**src/rtl/nx_node_loader_if.sv**
```systemverilog
// Message-in / load-out bundle between the node router, nx_node_loader and the node core.
interface nx_node_loader_if #(
  parameter int unsigned OP_W  = 4,
  parameter int unsigned REG_W = 16,
  parameter int unsigned IO_W  = 4,
  parameter int unsigned SLOTS = 32
);
  localparam int unsigned INST_W = OP_W + 3 * $clog2(REG_W) + 1 + $clog2(IO_W);
  localparam int unsigned MSG_W  = INST_W + 2;
  localparam int unsigned SLOT_W = $clog2(SLOTS);
  localparam int unsigned IDX_W  = $clog2(IO_W);

  logic [MSG_W-1:0]  msg_data;
  logic              msg_valid;
  logic              msg_ready;
  logic [INST_W-1:0] load_instr;
  logic [SLOT_W-1:0] load_slot;
  logic              load_last;
  logic              load_valid;
  logic              in_value;
  logic [IDX_W-1:0]  in_index;
  logic              in_valid;

  modport slave (
    input  msg_data, msg_valid,
    output msg_ready, load_instr, load_slot, load_last, load_valid,
           in_value, in_index, in_valid
  );

  modport master (
    output msg_data, msg_valid,
    input  msg_ready, load_instr, load_slot, load_last, load_valid,
           in_value, in_index, in_valid
  );
endinterface

```
**src/rtl/nx_node_loader.sv**
```systemverilog
// Decodes router messages into node-core instruction and input loads.
// Optional NX_LOADER_ERR_EN builds the sticky drop flag and saturating drop counter.
module nx_node_loader #(
  parameter int unsigned OP_W  = 4,
  parameter int unsigned REG_W = 16,
  parameter int unsigned IO_W  = 4,
  parameter int unsigned SLOTS = 32
) (
  input  logic             clk,
  input  logic             rst,
  nx_node_loader_if.slave  bus,
  output logic             loaded,
  output logic             err,
  output logic [7:0]       err_count
);
  localparam int unsigned INST_W = OP_W + 3 * $clog2(REG_W) + 1 + $clog2(IO_W);
  localparam int unsigned MSG_W  = INST_W + 2;
  localparam int unsigned SLOT_W = $clog2(SLOTS);
  localparam int unsigned IDX_W  = $clog2(IO_W);

  typedef enum logic [1:0] {
    MSG_INSTR      = 2'b00,
    MSG_INSTR_LAST = 2'b01,
    MSG_INPUT      = 2'b10,
    MSG_NOP        = 2'b11
  } msg_type_e;

  typedef enum logic {
    LOADING = 1'b0,
    LOADED  = 1'b1
  } state_e;

  state_e            state_q, state_d;
  logic [SLOT_W-1:0] slot_cnt_q, slot_cnt_d;
  logic              ready_q, ready_d;
  logic [INST_W-1:0] load_instr_q, load_instr_d;
  logic [SLOT_W-1:0] load_slot_q, load_slot_d;
  logic              load_last_q, load_last_d;
  logic              load_valid_q, load_valid_d;
  logic              in_value_q, in_value_d;
  logic [IDX_W-1:0]  in_index_q, in_index_d;
  logic              in_valid_q, in_valid_d;
  logic              loaded_q, loaded_d;

  logic              accept_c;
  msg_type_e         msg_type_c;
  logic [INST_W-1:0] payload_c;

  // ready stays low through the deassert edge, so a message presented there is ignored
  assign accept_c   = bus.msg_valid & ready_q;
  assign msg_type_c = msg_type_e'(bus.msg_data[MSG_W-1 -: 2]);
  assign payload_c  = bus.msg_data[INST_W-1:0];

  always_ff @(posedge clk or posedge rst) begin
    if (rst) begin
      state_q      <= LOADING;
      slot_cnt_q   <= '0;
      ready_q      <= 1'b0;
      load_instr_q <= '0;
      load_slot_q  <= '0;
      load_last_q  <= 1'b0;
      load_valid_q <= 1'b0;
      in_value_q   <= 1'b0;
      in_index_q   <= '0;
      in_valid_q   <= 1'b0;
      loaded_q     <= 1'b0;
    end else begin
      state_q      <= state_d;
      slot_cnt_q   <= slot_cnt_d;
      ready_q      <= ready_d;
      load_instr_q <= load_instr_d;
      load_slot_q  <= load_slot_d;
      load_last_q  <= load_last_d;
      load_valid_q <= load_valid_d;
      in_value_q   <= in_value_d;
      in_index_q   <= in_index_d;
      in_valid_q   <= in_valid_d;
      loaded_q     <= loaded_d;
    end
  end

  always_comb begin
    state_d      = state_q;
    slot_cnt_d   = slot_cnt_q;
    ready_d      = 1'b1;
    load_instr_d = load_instr_q;
    load_slot_d  = load_slot_q;
    load_last_d  = load_last_q;
    load_valid_d = 1'b0;
    in_value_d   = in_value_q;
    in_index_d   = in_index_q;
    in_valid_d   = 1'b0;

    if (accept_c) begin
      case (msg_type_c)
        MSG_INSTR, MSG_INSTR_LAST: begin
          // late instructions are discarded; the counter never wraps past the last slot
          if (state_q == LOADING) begin
            load_valid_d = 1'b1;
            load_instr_d = payload_c;
            load_slot_d  = slot_cnt_q;
            load_last_d  = (msg_type_c == MSG_INSTR_LAST) ||
                           (slot_cnt_q == SLOT_W'(SLOTS - 1));
            if (load_last_d) state_d = LOADED;
            else             slot_cnt_d = slot_cnt_q + SLOT_W'(1);
          end
        end
        MSG_INPUT: begin
          in_valid_d = 1'b1;
          in_index_d = payload_c[IDX_W:1];
          in_value_d = payload_c[0];
        end
        default: ;
      endcase
    end

    loaded_d = (state_d == LOADED);
  end

  assign bus.msg_ready  = ready_q;
  assign bus.load_instr = load_instr_q;
  assign bus.load_slot  = load_slot_q;
  assign bus.load_last  = load_last_q;
  assign bus.load_valid = load_valid_q;
  assign bus.in_value   = in_value_q;
  assign bus.in_index   = in_index_q;
  assign bus.in_valid   = in_valid_q;
  assign loaded         = loaded_q;

`ifdef NX_LOADER_ERR_EN
  logic       err_q, err_d;
  logic [7:0] err_count_q, err_count_d;
  logic       drop_c;

  // instruction types have a zero header MSB
  assign drop_c = accept_c && (state_q == LOADED) && !bus.msg_data[MSG_W-1];

  always_ff @(posedge clk or posedge rst) begin
    if (rst) begin
      err_q       <= 1'b0;
      err_count_q <= 8'd0;
    end else begin
      err_q       <= err_d;
      err_count_q <= err_count_d;
    end
  end

  always_comb begin
    err_d       = err_q | drop_c;
    err_count_d = err_count_q;
    if (drop_c && (err_count_q != 8'hFF)) err_count_d = err_count_q + 8'd1;
  end

  assign err       = err_q;
  assign err_count = err_count_q;
`else
  assign err       = 1'b0;
  assign err_count = 8'd0;
`endif
endmodule

```
**src/flat_wrapper.sv**
```systemverilog
// flat-port wrapper written by rule: the top's interface ports become plain ports
module nx_node_loader_flat 
#(
  parameter int unsigned OP_W  = 4,
  parameter int unsigned REG_W = 16,
  parameter int unsigned IO_W  = 4,
  parameter int unsigned SLOTS = 32
)
  (clk, rst, loaded, err, err_count, bus_msg_data, bus_msg_valid, bus_msg_ready, bus_load_instr, bus_load_slot, bus_load_last, bus_load_valid, bus_in_value, bus_in_index, bus_in_valid);
  nx_node_loader_if #(.OP_W(OP_W), .REG_W(REG_W), .IO_W(IO_W), .SLOTS(SLOTS)) bus_i ();
  input  logic clk;
  input  logic rst;
  output logic loaded;
  output logic err;
  output logic [7:0] err_count;
  input wire logic [$bits(bus_i.msg_data)-1:0] bus_msg_data;
  input wire logic [$bits(bus_i.msg_valid)-1:0] bus_msg_valid;
  output wire logic [$bits(bus_i.msg_ready)-1:0] bus_msg_ready;
  output wire logic [$bits(bus_i.load_instr)-1:0] bus_load_instr;
  output wire logic [$bits(bus_i.load_slot)-1:0] bus_load_slot;
  output wire logic [$bits(bus_i.load_last)-1:0] bus_load_last;
  output wire logic [$bits(bus_i.load_valid)-1:0] bus_load_valid;
  output wire logic [$bits(bus_i.in_value)-1:0] bus_in_value;
  output wire logic [$bits(bus_i.in_index)-1:0] bus_in_index;
  output wire logic [$bits(bus_i.in_valid)-1:0] bus_in_valid;
  assign bus_i.msg_data = bus_msg_data;
  assign bus_i.msg_valid = bus_msg_valid;
  assign bus_msg_ready = bus_i.msg_ready;
  assign bus_load_instr = bus_i.load_instr;
  assign bus_load_slot = bus_i.load_slot;
  assign bus_load_last = bus_i.load_last;
  assign bus_load_valid = bus_i.load_valid;
  assign bus_in_value = bus_i.in_value;
  assign bus_in_index = bus_i.in_index;
  assign bus_in_valid = bus_i.in_valid;
  nx_node_loader #(.OP_W(OP_W), .REG_W(REG_W), .IO_W(IO_W), .SLOTS(SLOTS)) u_core (.clk(clk), .rst(rst), .bus(bus_i), .loaded(loaded), .err(err), .err_count(err_count));
endmodule
```
**config.mk**
```make
export PLATFORM = sky130hd
export DESIGN_NAME = nx_node_loader_flat
export DESIGN_NICKNAME = d
export VERILOG_FILES = /design/src/rtl/nx_node_loader_if.sv /design/src/rtl/nx_node_loader.sv /design/src/flat_wrapper.sv
export SDC_FILE = /design/constraint.sdc
export NUM_CORES = 1
export LEC_CHECK = 0
export ABC_AREA = 1
export CAP_MARGIN = 30
export CORE_MARGIN = 5
export CORE_UTILIZATION = 47
export CTS_BUF_LIST = sky130_fd_sc_hd__clkbuf_8
export CTS_CLUSTER_SIZE = 8
export DETAILED_ROUTE_END_ITERATION = 12
export MAX_ROUTING_LAYER = met4
export PLACE_DENSITY = 0.85
export SETUP_SLACK_MARGIN = 0.3
export SLEW_MARGIN = 20
export SYNTH_ARGS = -nofsm -noshare
export SYNTH_HDL_FRONTEND = slang
export SYNTH_SLANG_ARGS = --single-unit
```
**constraint.sdc**
```tcl
create_clock -name clk -period 2.2 [get_ports clk]
set_clock_uncertainty 0.1 [all_clocks]
set_input_delay 0.44 -clock clk [delete_from_list [all_inputs] [get_ports clk]]
set_output_delay 0.44 -clock clk [all_outputs]
set_load 0.01 [all_outputs]
```
# Word level (Yosys, flattened, before mapping)

Cells that the tools add are included.

Flip-flop bits (word level): 37
Latch bits: 0
RAM bits: 0
Bits in read-only memories: 0
Input port bits: 24
Output and inout bits: 41
Word-level logic and storage cells: 31
Memories: 0

Add/subtract/negate cells: 1
$mul: 0
Divide/modulo/power cells: 0
Order comparisons: 0
Equal/unequal tests: 3
Shifts and indexed selects: 0
Mux-type cells: 7
Bitwise logic cells: 3
Reduce and logical (&&, ||, !) cells: 7

Operator list:

| cell                | count |
|---|---|
| $mux 1              | 7 |
| $add 5x1->5 const B | 1 |
| $eq 5x5->1 const B  | 1 |
| $reduce_and 2->1    | 2 |
| $reduce_and 4->1    | 1 |
| $reduce_and 3->1    | 1 |
| $eq 2x1->1 const B  | 1 |
| $eq 2x2->1 const B  | 1 |
| $logic_not 2->1     | 1 |
| $not 1->1           | 2 |
| $reduce_or 2->1     | 1 |
| $and 1x1->1         | 1 |
| $logic_or 1x1->1    | 1 |

# Logic depth before layout (Yosys ltp)

Gate-level depths: netlist of run 1.

Word-level depth: 4
Depth in mapped cells: 9
Gate-level depth less buffers: 9

# Least setup slack after synthesis of run 1

OpenSTA, ideal clock, no wires.

Path kind: register -> register
Start: reg u_core.slot_cnt_q[0]
End: reg u_core.slot_cnt_q[3]
Arrival: 1290 ps
Data required time: 1984 ps
Setup slack: 693 ps
Cell stages (with the launch flop): 9
Buffers on the path: 0
Cells stage by stage: dfrtp_1 ha_1 nand2_1 nor2_1 ha_1 a21oi_1 nand2_1 nand2_1 nand2_1

Longest elaborated chain between the ends: 4
Elaborated cells between the ends (all ways): 5
Those cells by class: 1 x add/sub; 1 x eq/ne; 1 x bitwise; 2 x reduce/logical

RTL lines:

| item                                                                | line                 | RTL |
|---|---|---|
| start, declared                                                     | nx_node_loader.sv:34 | `logic [SLOT_W-1:0] slot_cnt_q, slot_cnt_d;` |
| start signal, assigned                                              | nx_node_loader.sv:69 | `slot_cnt_q <= slot_cnt_d;` |
| parallel branches: the longest is 4 deep, another holds $add 5x1->5 | -                    |  |

Parallel ways; which one is timed is not known.
A chain may end at the register's enable or synchronous reset.

# Final worst setup path of run 1

Start: reg u_core.load_slot_q[1], in the netlist u_core.bus.load_slot[1]
End: out bus_load_slot[1]

RTL lines:

| item                   | line                 | RTL |
|---|---|---|
| start, declared        | nx_node_loader.sv:37 | `logic [SLOT_W-1:0] load_slot_q, load_slot_d;` |
| start signal, assigned | nx_node_loader.sv:72 | `load_slot_q <= load_slot_d;` |
| end, declared          | flat_wrapper.sv:20   | `output wire logic [$bits(bus_i.load_slot)-1:0] bus_load_slot;` |

No word-level cell between the ends.

==> impl_metrics.py, run 1 <==
metrics = {
    "synthesis": {
        "synthFlopType": "dfrtp_1",
        "synthCells": 177,
        "synth_common_cells": "nand2_1, dfrtp_1, buf_4",
        "synthArstFlopShare": 1.00,
        "ys_ff_latch": 37,
        "syn_avg_cell_area_um2": 8.91,
        "synth.most_common_cell": "nand2_1",
        "yosysSeqAreaShare": 0.587,
        "synth_area_um2": 1580,
        "yosys.cell_types.count": 19,
        "synth_area_leader_cell": "dfrtp_1",
        "synthTopCellsByArea": "dfrtp_1, nand2_1, buf_4",
        "synth_top_cell_area_share": 0.587,
        "yosys_warnings": 0,
        "synth-edff-count": 0,
    },
    "grt": {
        "grt_use_total": 0.170,
        "grt_start_max_net_pins": 38,
        "grt_pass1_vias": 1273,
        "grt_overflow": 0,
        "grt_pass1_wl_um": 5590,
        "antenna_found_initial": 0,
    },
    "floorplan": {
        "die_area_um2": 4620,
        "fp-row-count": 21,
        "ios": 65,
        "die_y_um": 67.9,
        "die_w_um": 67.9,
        "core_area_um2": 3280,
        "start_util": 0.480,
    },
    "cells_and_area": {
        "n_antenna_cell": 0,
        "drive_gt1_frac": 0.0798,
        "synthToLayoutAreaGrowth_pct": 44.1,
        "layout.nets": 263,
    },
    "cts": {
        "cts_tree": "done",
        "clk_path_buf_depth": 2,
        "cts_setup_buffers": 0,
        "clock-sinks": 37,
        "root_buffer": "clkbuf_8",
        "ctsHoldBuffers": 0,
        "worstSkewPairLatency_ns": 0.29,
        "clkTransAtPathRegs_ns": 0.08,
        "htreeDepth": 2,
        "cts_buffers": 5,
        "post_cts_resized": 0,
    },
    "worst_setup_path": {
        "critPathLaunch": "u_core.bus.load_slot[1]$_DFFE_PP0P_",
        "cp-start-kind": "flop",
        "crit_slowest_cell": "clkdlybuf4s50_1",
        "end_kind": "primary output",
        "path_max_fanout": 2,
        "arrival_ns": 1.20,
        "crit_type": "reg2out",
        "rr_startpoint": "u_core.slot_cnt_q[0]$_DFFE_PP0P_",
        "required_ns": 1.66,
        "cpPeakStageDelay_ns": 0.54,
        "cp_top_family": "buffers and inverters",
        "crit_chain": "clkdlybuf4s50_1",
        "critPathBufInv": 1,
    },
    "sta": {
        "clock.fmax_mhz": 575,
        "finalHoldViolations": 0,
        "period_share": 0.791,
        "rsz0062_at_grt": "no",
        "fin_hold_ws_ns": 0.383,
        "drv_slew": 0,
        "setup_viol": 0,
        "final.min_clock_period_ns": 1.74,
        "setup_tns_ns": 0,
    },
    "route": {
        "vias": 1288,
        "drt_iter0_markers": 64,
        "wirelength_um": 3470,
        "drc": 0,
        "routedWlPerCell_um": 12.2,
        "drt-vias-per-instance": 4.54,
        "drt_first_pass_iters": 4,
        "ant_nets": 0,
    },
    "power_and_ir_drop": {
        "peakVddDrop_mv": 0.399,
        "powerDensity_nw_per_um2": 666,
        "p_leak_nw": 1.18,
    },
    "placement": {
        "globalplace.congestion": 0.801,
        "io_buffers": 55,
        "dp_hpwl_um": 2500,
    },
    "run": {
        "drv_cap": 0,
    },
    "run_status": {
        "outcome": "complete, no violations",
    },
    "hold_path": {
        "hold_path_class": "reg2reg",
        "worstHoldStart": "u_core.bus.load_instr[12]$_DFFE_PP0P_",
    },
}
-- cell type report --
class	count	area, um2
Inverter	10	37.5
Clock inverter	3	68.8
Sequential cell	37	926
Clock buffer	5	68.8
Timing Repair Buffer	59	581
Tap cell	46	57.6
Multi-Input combinational cell	124	534
Fill cell	257	1010
-- registers in the layout, summed over array words and instances, names as in the netlist, 2 cells and up --
register / count
u_core.bus.load_slot: 5
u_core.slot_cnt_q: 5
u_core.bus.load_instr: 19
u_core.bus.in_index: 2
-- cell families (layout without fill, tap and decap cells) --
family	after synthesis	count (layout)	share of synthesized area
AO/OA/AOI/OAI	8	8	0.0254
XOR/XNOR	1	1	0.00555
adder cells (fa/ha/maj)	2	2	0.0159
buffers and inverters	24	77	0.0936
flip-flops	37	37	0.587
other	2	10	0.00476
AND/OR/NAND/NOR	103	103	0.268
-- where the power goes --
part | total (mW) | switching, mW | internal (mW)
clock | 0.704 | 0.247 | 0.456
sequential | 0.698 | 0.00639 | 0.691
combinational | 0.112 | 0.0493 | 0.0625
total | 1.51 | 0.303 | 1.21
-- cell usage in the layout, fill, tap and decap left out --
cell	count
a21oi_1	1
buf_4	4
bufinv_16	2
clkbuf_8	5
clkdlybuf4s50_1	55
conb_1	10
dfrtp_1	37
ha_1	2
inv_1	8
inv_2	2
inv_6	1
nand2_1	88
nand2_2	2
nand3_1	2
nand4_1	1
nor2_1	7
nor2_2	1
nor2_4	1
nor2_8	1
o21ai_0	7
xor2_1	1
-- layer usage --
metal | vias to the layer above | routed length, um | track usage
met5 | - | 0 | -
met2 | 45 | 1760 | 0.298
met1 | 600 | 1350 | 0.176
met4 | 0 | 55 | 0.0596
li1 | 634 | - | -
met3 | 9 | 308 | 0.0608
-- final timing paths --
kind                                                         end  slack, ns  cells after the start
setup reg to reg                u_core.slot_cnt_q[3]$_DFFE_PP0P_       0.50                      8
max in group asynchronous        u_core.bus.in_value$_DFFE_PP0P_       1.22                      3
hold reg to reg            u_core.bus.load_instr[12]$_DFFE_PP0P_       0.38                      2
min in group asynchronous  u_core.bus.load_instr[13]$_DFFE_PP0P_       0.46                      3
hold / removal             u_core.bus.load_instr[12]$_DFFE_PP0P_       0.38                      2
setup / recovery                                bus_load_slot[1]       0.46                      1
-- through the flow --
stage	std cells	instance area (um2)	worst slack, ns	utilization	total power, mW
after detailed placement	276	2140	0.295	0.650	0.823
after global routing	284	2270	0.368	0.692	1.57
final	284	2270	0.459	0.692	1.51
after floorplan	185	1610	0.693	-	0.761
after global placement	276	2140	0.346	0.650	0.820
after CTS	284	2270	0.450	0.692	1.52
(Power assumes the default switching activity.)
==> run 2, diff against run 1 <==
CORE_UTILIZATION = 40   (was 47)
PLACE_DENSITY = 0.76   (was 0.85)
clock period = 1.6 ns   (was 2.2 ns; I/O delays follow)
==> run 2 against run 1 <==
Non-clock buffer count is 17 higher. Via count up 4.3%. Utilization decreased by 5.2 points. Global-route usage down 3.0 points. Sequential share of layout area down 2.1 points. Power grew 28%. Critical path type is now reg2reg. Largest cell class unchanged.
==> impl_metrics.py, run 2 (synthesis gave the netlist of run 1 again) <==
metrics = {
    "placement": {
        "preCtsSetupSlack_ns": -0.0297,
        "globalplace.congestion": 0.776,
        "dp_hpwl_um": 2520,
        "io_buffers": 55,
    },
    "cells_and_area": {
        "multiInputGateArea_um2": 588,
        "fill_cells": 327,
        "layout_commonest_cell": "nand2_1",
        "seqCellArea_um2": 926,
        "drive_gt1_frac": 0.314,
        "synthToLayoutAreaGrowth_pct": 51.8,
        "layout.nets": 280,
        "final_cell_mix": "nand2_1, dfrtp_1, buf_2",
        "largest_reg_flops": 19,
        "n_antenna_cell": 0,
    },
    "sta": {
        "final.min_clock_period_ns": 1.49,
        "finalHoldViolations": 0,
        "setup_slack_ns": 0.105,
        "setup_tns_ns": 0,
        "rsz0062_at_grt": "yes",
        "drv_slew": 0,
        "period_share": 0.934,
        "clock.fmax_mhz": 669,
        "setup_viol": 0,
    },
    "cts": {
        "clock-sinks": 37,
        "clk_path_buf_depth": 2,
        "cts_tree": "done",
        "cts_buffers": 5,
        "htreeDepth": 2,
        "worstSkewPairLatency_ns": 0.29,
        "clkTransAtPathRegs_ns": 0.07,
        "root_buffer": "clkbuf_8",
    },
    "power_and_ir_drop": {
        "powerDensity_nw_per_um2": 809,
        "peakVddDrop_mv": 0.556,
        "p_leak_nw": 1.40,
        "p_total_mw": 1.94,
    },
    "route": {
        "ant_nets": 0,
        "drc": 0,
        "routedWlPerCell_um": 12.6,
        "drt_first_pass_iters": 4,
        "wirelength_um": 3830,
        "vias": 1344,
        "drt_iter0_markers": 65,
        "drt-vias-per-instance": 4.44,
    },
    "worst_setup_path": {
        "end_kind": "flop",
        "cp-start-kind": "flop",
        "arrival_ns": 1.57,
        "crit_type": "reg2reg",
        "path_max_fanout": 5,
        "required_ns": 1.68,
    },
    "grt": {
        "grt_start_max_net_pins": 38,
        "grt_overflow": 0,
        "grt_pass1_vias": 1318,
        "busiest_layer": "met2",
        "grt_use_total": 0.140,
        "antenna_found_initial": 0,
        "grtUsageMet1": 0.154,
        "grt_use_met2": 0.241,
        "grt_pass1_wl_um": 5650,
        "grtUsageMet3": 0.0441,
    },
    "run_status": {
        "outcome": "complete, no violations",
    },
    "floorplan": {
        "die_y_um": 72.8,
        "die_area_um2": 5300,
        "fp-row-count": 22,
        "start_util": 0.421,
        "core_area_um2": 3740,
        "ios": 65,
        "die_w_um": 72.8,
    },
    "hold_path": {
        "hold_path_class": "in2async",
    },
    "run": {
        "drv_cap": 0,
    },
}
[run 2: layer usage]
layer  vias to the layer above  part of all wire
met3                         5             0.079
met2                        45              0.50
met4                         0             0.012
met1                       625              0.41
met5                         -                 0
li1                        669                 -
[run 2: through the flow]
step,area (um2),cells,util,hold WS [ns]
after global placement,2200,281,0.589,0.362
after global routing,2390,303,0.640,0.347
final,2390,303,0.640,0.310
after CTS,2230,295,0.595,0.318
after detailed placement,2200,281,0.589,0.365
after floorplan,1630,185,-,0.330
[run 2: where the power goes]
group	switching (mW)	leakage (nW)	internal (mW)
combinational	0.0778	0.835	0.0853
sequential	0.00775	0.505	0.951
clock	0.314	0.0626	0.501
[run 2: what timing repair did]
action / 4_1_cts / 5_1_grt
pin swaps: 7 / 4
hold buffers: 0 / 0
gates resized for setup: 127 / 18
setup buffers: 6 / 5
setup endpoints to repair: 50 / 33
cloned: 0 / 3
[run 2: final cells by class]
cell class | count | share of cell area
Sequential cell | 37 | 0.387
Timing Repair Buffer | 76 | 0.278
Multi-Input combinational cell | 124 | 0.246
Clock buffer | 6 | 0.0345
Tap cell | 48 | 0.0251
Inverter | 10 | 0.0157
Clock inverter | 2 | 0.0141
[run 2: final timing paths]
| check | start | to | slack (ns) | cells after the start |
|---|---|---|---|---|
| setup / recovery | u_core.slot_cnt_q[1]$_DFFE_PP0P_ | u_core.slot_cnt_q[4]$_DFFE_PP0P_ | 0.11 | 8 |
| hold / removal | rst | u_core.bus.in_valid$_DFF_PP0_ | 0.31 | 3 |
| setup reg to reg | u_core.slot_cnt_q[1]$_DFFE_PP0P_ | u_core.slot_cnt_q[4]$_DFFE_PP0P_ | 0.11 | 8 |
| hold reg to reg | u_core.bus.load_slot[2]$_DFFE_PP0P_ | u_core.bus.load_slot[2]$_DFFE_PP0P_ | 0.38 | 2 |
| max in group asynchronous | rst | u_core.state_q$_DFFE_PP0P_ | 0.91 | 3 |
| min in group clk | u_core.bus.load_slot[2]$_DFFE_PP0P_ | u_core.bus.load_slot[2]$_DFFE_PP0P_ | 0.38 | 2 |
[run 2: worst max-delay path, cell delays in order, from the launching register on]
cell	delay, ns
dfrtp_1	0.39
ha_2	0.20
nand2_1	0.08
nor2_1	0.05
ha_2	0.19
a21oi_4	0.16
nand2_4	0.09
nand2_1	0.08
nand2_1	0.05
==> run 3, diff against run 2 <==
REMOVE_ABC_BUFFERS = 1   (was not set)
==> run 3 against run 2 <==
Utilization down 4.7 points. Worst hold slack worse by 0.0068 ns. Wire length fell by 6.6%. Final area fell by 7.4%. First-iteration DRC count rose by 42%. Combinational power decreased by 9%. Non-clock buffer count is 6 lower. Register-to-register slack barely moved. Die area stayed put. Via count decreased by 6.3%. Critical path type unchanged. Critical endpoint is now u_core.slot_cnt_q[1]$_DFFE_PP0P_. Highest routed layer unchanged.
==> impl_metrics.py, run 3 (synthesis gave the netlist of run 1 again) <==
metrics = {
    "grt": {
        "busiest_layer": "met2",
        "grt_start_max_net_pins": 38,
        "antenna_found_initial": 0,
        "grt_pass1_vias": 1261,
        "grt_overflow": 0,
        "grtUsageMet1": 0.189,
        "grt_use_met2": 0.224,
        "grtUsageMet3": 0.0455,
        "grt_use_total": 0.148,
        "grt_pass1_wl_um": 5880,
    },
    "cells_and_area": {
        "finalNonFillerCells": 296,
        "n_antenna_cell": 0,
        "fill_cells": 346,
        "multiInputGateArea_um2": 563,
        "seqCellArea_um2": 926,
        "drive_gt1_frac": 0.278,
        "layout.nets": 274,
        "final_cell_mix": "nand2_1, dfrtp_1, buf_2",
        "finalInstanceArea_um2": 2220,
        "largest_reg_flops": 19,
        "synthToLayoutAreaGrowth_pct": 40.5,
        "layout_commonest_cell": "nand2_1",
    },
    "cts": {
        "cts_buffers": 5,
        "htreeDepth": 2,
        "cts_tree": "done",
        "ctsHoldBuffers": 0,
        "worstSkewPairLatency_ns": 0.28,
        "clk_path_buf_depth": 2,
        "clock-sinks": 37,
        "clkTransAtPathRegs_ns": 0.07,
        "root_buffer": "clkbuf_8",
    },
    "worst_setup_path": {
        "r2r_cells": 8,
        "required_ns": 1.67,
        "crit_slowest_cell": "dfrtp_1",
        "cpPeakStageDelay_ns": 0.39,
        "cp-start-kind": "flop",
        "crit_chain": "ha_2 > nand2_2 > nor2_2 > ha_2 > a21oi_2 > nand2_2 > nand2_1 > nand2_1",
        "r2r-end": "u_core.slot_cnt_q[1]$_DFFE_PP0P_",
        "rr_startpoint": "u_core.slot_cnt_q[0]$_DFFE_PP0P_",
        "crit_type": "reg2reg",
        "rrSetupSlack_ns": 0.11,
        "critPathLaunch": "u_core.slot_cnt_q[0]$_DFFE_PP0P_",
        "arrival_ns": 1.56,
        "path_max_fanout": 5,
        "end_kind": "flop",
    },
    "sta": {
        "rsz0062_at_grt": "yes",
        "drv_slew": 0,
        "final.min_clock_period_ns": 1.49,
        "period_share": 0.928,
        "setup_tns_ns": 0,
        "clock.fmax_mhz": 673,
        "finalHoldViolations": 0,
        "setup_viol": 0,
    },
    "route": {
        "routedWlPerCell_um": 12.1,
        "vias": 1260,
        "drt_iter0_markers": 92,
        "ant_nets": 0,
        "wirelength_um": 3580,
        "drt-vias-per-instance": 4.26,
        "drt_first_pass_iters": 6,
        "drc": 0,
    },
    "run_status": {
        "outcome": "complete, no violations",
    },
    "placement": {
        "io_buffers": 55,
        "dp_hpwl_um": 2510,
        "globalplace.congestion": 0.813,
        "dp.cells": 281,
        "place_area_um2": 2200,
    },
    "floorplan": {
        "ios": 65,
        "fp-row-count": 22,
        "start_util": 0.421,
        "core_area_um2": 3740,
        "die_y_um": 72.8,
        "die_w_um": 72.8,
        "die_area_um2": 5300,
    },
    "run": {
        "drv_cap": 0,
    },
    "power_and_ir_drop": {
        "p_leak_nw": 1.29,
        "powerDensity_nw_per_um2": 780,
        "peakVddDrop_mv": 0.381,
    },
    "hold_path": {
        "hold_path_class": "in2async",
    },
}
[run 3: timing repair]
| item | in CTS | in global routing |
|---|---|---|
| resized for setup | 126 | 12 |
| buffers inserted | 6 | 2 |
| pin swaps | 5 | 8 |
| endpoints found under the setup margin | 39 | 36 |
[run 3: per-stage QoR]
stage / total power, mW / hold WS, ns / util / setup WS (ns)
2_1_floorplan: 1.03 / 0.330 / - / 0.0822
3_3_place_gp: 1.13 / 0.361 / 0.587 / 0.0409
3_5_place_dp: 1.14 / 0.364 / 0.587 / 0.00457
4_1_cts: 1.76 / 0.315 / 0.589 / 0.171
5_1_grt: 1.81 / 0.331 / 0.592 / 0.0370
6_report: 1.73 / 0.303 / 0.592 / 0.115
[run 3: how the worst max path moves through the flow]
stage	depth (start not counted)	endpoint
after global placement	7	u_core.slot_cnt_q[4]$_DFFE_PP0P_
after floorplan	8	u_core.slot_cnt_q[3]$_DFFE_PP0P_
after CTS	8	u_core.slot_cnt_q[3]$_DFFE_PP0P_
after global routing	8	u_core.slot_cnt_q[1]$_DFFE_PP0P_
after detailed placement	7	u_core.slot_cnt_q[4]$_DFFE_PP0P_
final	8	u_core.slot_cnt_q[1]$_DFFE_PP0P_
[run 3: critical path: cells and delay by family, from the launching register on]
family	cells	cell delay [ns]
adder cells (fa/ha/maj)	2	0.38
AO/OA/AOI/OAI	1	0.16
flip-flops	1	0.39
AND/OR/NAND/NOR	5	0.35
[run 3: power by group]
part           internal (mW)  switching, mW
combinational         0.0766         0.0720
sequential             0.951        0.00691
clock                  0.335          0.287
total                   1.36          0.366
[run 3: routing by layer]
layer,share of wire,up-vias
met4,0.0081,0
met5,0,-
met1,0.42,562
li1,-,654
met2,0.48,42
met3,0.097,2
[run 3: area by class of cell]
class | count | area share
Clock inverter | 1 | 0.00169
Tap cell | 48 | 0.0271
Clock buffer | 6 | 0.0372
Timing Repair Buffer | 70 | 0.245
Inverter | 10 | 0.0169
Multi-Input combinational cell | 124 | 0.254
Sequential cell | 37 | 0.418
